==> src/rtl/csa_accumulator.sv <==
// Carry-save MAC accumulator: folds one 14-bit term per handshake into a redundant
// (sum, carry) pair and presents it to adder_final after NUM_TERMS terms.
//
// state | meaning
// IDLE  | empty window, term_cnt == 0, accepting terms
// ACC   | partial window, 0 < term_cnt < NUM_TERMS, accepting terms
// HOLD  | completed pair presented on cs_sum/cs_carry, input stalled
module csa_accumulator #(
  parameter int NUM_TERMS = 9,
  parameter int CNT_W     = 8
) (
  input  logic             clk,
  input  logic             reset,
  input  logic             acc_clr,
  input  logic             in_valid,
  output logic             in_ready,
  input  logic [13:0]      in_data,
  output logic             out_valid,
  input  logic             out_ready,
  output logic [13:0]      cs_sum,
  output logic [13:0]      cs_carry,
  output logic [CNT_W-1:0] term_cnt
);

  typedef enum logic [1:0] {IDLE, ACC, HOLD} state_t;

  state_t           state_q, state_d;
  logic [13:0]      sum_d, carry_d;
  logic [13:0]      csa_sum, csa_maj;
  logic [CNT_W-1:0] cnt_d;
  logic             out_valid_d, in_ready_d;
  logic             accept, last_term;

  assign accept    = in_valid & in_ready;
  assign last_term = (term_cnt == CNT_W'(NUM_TERMS - 1));

  // Per-column 3:2 compressor; the carry shifts up one column, bit 13 carry-out dropped.
  assign csa_sum = cs_sum ^ cs_carry ^ in_data;
  assign csa_maj = (cs_sum & cs_carry) | (cs_sum & in_data) | (cs_carry & in_data);

  always_comb begin
    state_d     = state_q;
    sum_d       = cs_sum;
    carry_d     = cs_carry;
    cnt_d       = term_cnt;
    out_valid_d = out_valid;
    case (state_q)
      IDLE, ACC: begin
        if (accept) begin
          sum_d   = csa_sum;
          carry_d = {csa_maj[12:0], 1'b0};
          cnt_d   = term_cnt + 1'b1;
          if (last_term) begin
            state_d     = HOLD;
            out_valid_d = 1'b1;
          end else begin
            state_d = ACC;
          end
        end
      end
      HOLD: begin
        if (out_ready) begin
          state_d     = IDLE;
          sum_d       = '0;
          carry_d     = '0;
          cnt_d       = '0;
          out_valid_d = 1'b0;
        end
      end
      default: state_d = IDLE;
    endcase
    if (acc_clr) begin
      state_d     = IDLE;
      sum_d       = '0;
      carry_d     = '0;
      cnt_d       = '0;
      out_valid_d = 1'b0;
    end
    in_ready_d = (state_d != HOLD);
  end

  always_ff @(posedge clk or negedge reset) begin
    if (!reset) begin
      state_q   <= IDLE;
      cs_sum    <= '0;
      cs_carry  <= '0;
      term_cnt  <= '0;
      out_valid <= 1'b0;
      in_ready  <= 1'b0;
    end else begin
      state_q   <= state_d;
      cs_sum    <= sum_d;
      cs_carry  <= carry_d;
      term_cnt  <= cnt_d;
      out_valid <= out_valid_d;
      in_ready  <= in_ready_d;
    end
  end

endmodule

==> config.mk <==
export PLATFORM = sky130hd
export DESIGN_NAME = csa_accumulator
export DESIGN_NICKNAME = d
export VERILOG_FILES = /design/src/rtl/csa_accumulator.sv
export SDC_FILE = /design/constraint.sdc
export NUM_CORES = 1
export LEC_CHECK = 0
export ABC_AREA = 1
export BUFFER_PORTS_ARGS = -buffer_cell sky130_fd_sc_hd__buf_2
export CORE_MARGIN = 2
export CORE_UTILIZATION = 40
export DETAILED_ROUTE_END_ITERATION = 7
export GPL_TIMING_DRIVEN = 1
export PLACE_DENSITY = 0.75
export SLEW_MARGIN = 5
export SYNTH_ARGS = -nofsm -noshare
export SYNTH_HDL_FRONTEND = slang
export SYNTH_SLANG_ARGS = --single-unit
==> constraint.sdc <==
create_clock -name clk -period 1.6 [get_ports clk]
set_input_delay 0.24 -clock clk [delete_from_list [all_inputs] [get_ports clk]]
set_output_delay 0.24 -clock clk [all_outputs]
set_load 0.03 [all_outputs]
Yosys cells after proc, flatten, opt, wreduce, memory -nomap -nowiden:

Cells that the tools add are included.

* input bits: 19
* flip-flop bits (word level): 40
* logic and storage cells: 48
* output and inout bits: 38

* add/subtract/negate cells: 1
* equality and inequality tests: 7
* reduce and logical (&&, ||, !) cells: 5
* bitwise gates (word level): 8
* multiplexer cells: 21

Operators with widths (count)
* $mux W14: 5
* $pmux W14 S2: 2
* $and A13 B13 Y13: 3
* $xor A14 B14 Y14: 2
* $or A13 B13 Y13: 2
* $mux W8: 3
* $pmux W8 S2: 1
* $ne A3 B3 Y1 const B: 3
* $add A8 B1 Y8 const B: 1
* $eq A8 B4 Y1 const B: 1
* $mux W2: 4
* $mux W1: 4
* $pmux W2 S2: 1
* $reduce_and A4 Y1: 1
* $reduce_and A3 Y1: 1
* $reduce_bool A3 Y1: 1
* $eq A2 B1 Y1 const B: 1
* $eq A2 B2 Y1 const B: 1
* $logic_not A2 Y1: 1
* $ne A2 B2 Y1 const B: 1
* $pmux W1 S2: 1
* $reduce_or A2 Y1: 1
* $and A1 B1 Y1: 1

Logic depth before layout (Yosys ltp):

* word-level depth: 6
* depth in mapped cells: 8
* gate-level depth less buffers: 8

Worst setup path after synthesis:

No wires, ideal clock.

* path type: reg2reg
* start: register term_cnt[0]
* end: register term_cnt[6]
* required time: 1.483 ns
* period minus slack after synthesis: 1.359 ns
* arrival time: 1.242 ns
* setup slack: 0.241 ns
* stages on the path, launching flop included: 7
* cells stage by stage: dfrtp_1 ha_1 nand3_1 nor3_1 nand2_1 nor2_1 nor2_1

* longest elaborated chain between the ends: 4

RTL lines
* from (decl): RTL line 22 `output logic [CNT_W-1:0] term_cnt`
* from (signal assigned): RTL line 94 `term_cnt <= cnt_d;`
* $add A8 B1 Y8: RTL line 52 `cnt_d = term_cnt + 1'b1;`
* $mux W8: RTL line 49 `if (accept) begin`
* $pmux W8 S2: RTL line 47 `case (state_q)`
* $mux W8: RTL line 72 `if (acc_clr) begin`

Every way passes these cells. The select of a mux whose other input is x is not followed.
A chain may end at the register's enable or synchronous reset.

Worst setup path in the final report:

* start: register state_q[0]
* end: register cs_sum[5]

* longest elaborated chain between the ends: 4

RTL lines
* from (decl): RTL line 27 `state_t state_q, state_d;`
* from (signal assigned): RTL line 91 `state_q <= state_d;`
* $eq A2 B1 Y1 / $logic_not A2 Y1 (equally long branches): RTL line 47
* $reduce_or A2 Y1: RTL line 47
* $ne A3 B3 Y1 (no line), or another cell as far along
* $reduce_and A3 Y1 (no line) / $mux W14 (equally long branches)
* to (signal assigned): RTL line 92 `cs_sum <= sum_d;`
* to (decl): RTL line 20 `output logic [13:0] cs_sum,`

Parallel ways exist; a longest one is shown, timed or not.

==> results.sh <==
export IMPL_status="complete, but fails checks"
export IMPL_violations="hold timing"
export IMPL_drt_total_wl_mm=4.44
export IMPL_gp_congestion=0.789
export IMPL_post_cts_setup_buffers=0
export IMPL_worst_slew_pin_slew_ns=0.516
export IMPL_p_sw_mw=0.802
export IMPL_final_cell_mix="nand2_1, buf_2, dfrtp_1, nand3_1, inv_1"
export IMPL_die_h_microns=76.0
export IMPL_maxCapViolations=0
export IMPL_postRouteAntennaNets=0
export IMPL_num_rows=26
export IMPL_syn_area_per_cell_sq_um=8.94
export IMPL_slowest_stage="dfrtp_1"
export IMPL_finalHoldViolCount=15
export IMPL_wl_per_cell_microns=12.3
export IMPL_critPathCapture="cs_sum[5]"
export IMPL_antenna_found_initial=0
export IMPL_startpoint_type="flop"
export IMPL_numCtsBuffers=5
export IMPL_combPwrFrac=0.234
export IMPL_grt_pass1_vias=1713
export IMPL_seq_area_frac_synth=0.471
export IMPL_netlist_instances=232
export IMPL_p_int_mw=1.55
export IMPL_end_kind="flop"
export IMPL_critPathLaunch="state_q[0]"
export IMPL_p_leak_nw=1.43
export IMPL_power_density_nw_per_um2=941
export IMPL_r2r_setup_slack_ns=0.23
export IMPL_syn_area_sq_um=2070
export IMPL_max_slew_margin_rel=0.655
export IMPL_cts_tree="yes"
export IMPL_finalCritPeriodShare=0.856
export IMPL_crit_cells=8
export IMPL_crit_type="reg2reg"
export IMPL_num_antenna_cells=0
export IMPL_dieArea_sq_um=5780
export IMPL_seq_power_share=0.492
export IMPL_ios=57
export IMPL_core_sq_um=5040
export IMPL_h_tree_depth=2
export IMPL_clk_pin_slew_ns=0.08
export IMPL_reg2reg_from="state_q[0]"
export IMPL_grt_max_degree=40
export IMPL_fin_util=0.497
export IMPL_drt_iter0_markers=60
export IMPL_reg2reg_to="cs_sum[5]"
export IMPL_whs_ns=-0.0195
export IMPL_synth_edf_count=0
export IMPL_cp_common_cell="nand2_1"
export IMPL_cts_sinks=39
export IMPL_path_cells="inv_1 > nand2_1 > nor2_2 > nor2_4 > inv_2 > buf_12 > nand2_1 > nand2_1"
export IMPL_setup_violations=0
export IMPL_cpLargestDelayFamily="simple AND/OR/NAND/NOR gates"
export IMPL_synth_seq_cells=39
export IMPL_async_reset_ff_frac=1.00
export IMPL_p_clk_frac=0.274
export IMPL_clk_latency_ns=0.29
export IMPL_path_buf_inv=3
export IMPL_synth_distinct_cells=28
export IMPL_fmax_mhz=730
export IMPL_yosysWarningCount=0
export IMPL_fin_nets=325
export IMPL_setup_tns_ns=0
export IMPL_drc=0
export IMPL_placed_cells=354
export IMPL_area_growth_syn_to_layout_pct=20.9
export IMPL_ys_flop_type="dfrtp_1"
export IMPL_grt_pass1_wl_mm=7.87
export IMPL_syn_nets=266
export IMPL_worst_path_max_fanout=15
export IMPL_irDropWorstVdd_mv=0.501
export IMPL_grt_ovfl_total=0
export IMPL_cp_required_ns=1.82
export IMPL_clockBufferDepth=2
export IMPL_slew_viol_final=0
export IMPL_final_common_cell="nand2_1"
export IMPL_vias=1706
export IMPL_die_w_microns=76.0
export IMPL_io_buffers=55
export IMPL_reg2reg_depth=8
export IMPL_root_buffer="clkbuf_8"
export IMPL_nFillCells=490
export IMPL_hold_path_class="in2async"
export IMPL_swShare=0.340
export IMPL_fin_crit_ns=1.37
export IMPL_cp_arrival_ns=1.59
export IMPL_cts_hold_buf=0
export IMPL_rsz0062_at_grt="false"
export IMPL_instances_no_fill=362
export IMPL_cts_resized=0
export IMPL_finalClockSkew_ns=0.00968
export IMPL_cpPeakStageDelay_ns=0.40
export IMPL_drive_above_1_share=0.267
export IMPL_start_util=0.411
export IMPL_grt_total_usage=0.168
export IMPL_firstDrtPassIters=4
export IMPL_vias_per_cell=4.71
export IMPL_hpwl_mm=3.27
## logic make-up (layout without fill, tap and decap cells)
family / Yosys count / after routing / share of synthesized area
simple gates: 140 / 140 / 0.288
flops: 39 / 39 / 0.471
buf+inv: 26 / 86 / 0.0658
fa+ha+maj: 15 / 15 / 0.134
compound gates: 7 / 7 / 0.0223
xor+xnor: 4 / 4 / 0.0169
other cells: 1 / 1 / 0.00181
## flip-flops by register name, summed over array words and instances (netlist names)
signal	count
cs_carry	13
cs_sum	14
in_ready	1
out_valid	1
state_q	2
term_cnt	8
## routing by layer
metal  track usage  share of wire  vias up
met5             0              0        -
met4        0.0545          0.018        0
met3        0.0379          0.060        8
met2         0.288           0.48       41
met1         0.210           0.44      817
li1              -              -      840
## power by group through the flow
| stage | Sequential, mW | Combinational [mW] | Clock, mW |
|---|---|---|---|
| 6_report | 1.16 | 0.552 | 0.645 |
| 3_3_place_gp | 1.18 | 0.549 | 0 |
| 4_1_cts | 1.16 | 0.562 | 0.663 |
| 3_5_place_dp | 1.18 | 0.562 | 0 |
| 5_1_grt | 1.18 | 0.617 | 0.708 |
| 2_1_floorplan | 1.33 | 0.205 | 0 |
## worst min path at each step
stage / from / to / slack [ns]
6_report: reset / cs_sum[13] / -0.02
5_1_grt: reset / in_ready / 0.03
4_1_cts: reset / in_ready / 0.008
3_5_place_dp: reset / in_ready / 0.32
3_3_place_gp: reset / in_ready / 0.33
2_1_floorplan: reset / cs_carry[10] / -0.06
## per-stage QoR
| step | setup slack [ns] | power [mW] | cell area (sq um) |
|---|---|---|---|
| 2_1_floorplan | 0.241 | 1.54 | 2070 |
| 3_3_place_gp | 0.293 | 1.73 | 2420 |
| 3_5_place_dp | 0.252 | 1.74 | 2420 |
| 4_1_cts | 0.226 | 2.39 | 2510 |
| 5_1_grt | 0.101 | 2.51 | 2510 |
| 6_report | 0.231 | 2.36 | 2510 |
## area by class of cell
type,count,area (sq um),share of cell area
Clock buffer,6,72.6,0.0290
Timing Repair Buffer,61,333,0.133
Sequential cell,39,976,0.389
Clock inverter,2,12.5,0.00499
Inverter,17,63.8,0.0255
Tap cell,70,87.6,0.0349
Multi-Input combinational cell,167,961,0.383
## cell usage after synthesis (all sizes together), types with 2 or more instances
| cell type | count | area share |
|---|---|---|
| buf | 7 | 0.031 |
| clkbuf | 2 | 0.0036 |
| dfrtp | 39 | 0.47 |
| fa | 12 | 0.12 |
| ha | 3 | 0.018 |
| inv | 17 | 0.031 |
| nand2 | 84 | 0.15 |
| nand3 | 36 | 0.087 |
| nor2 | 16 | 0.035 |
| o21ai | 4 | 0.011 |
| xor2 | 3 | 0.013 |
No activity file was read; power rests on OpenSTA's default activity.
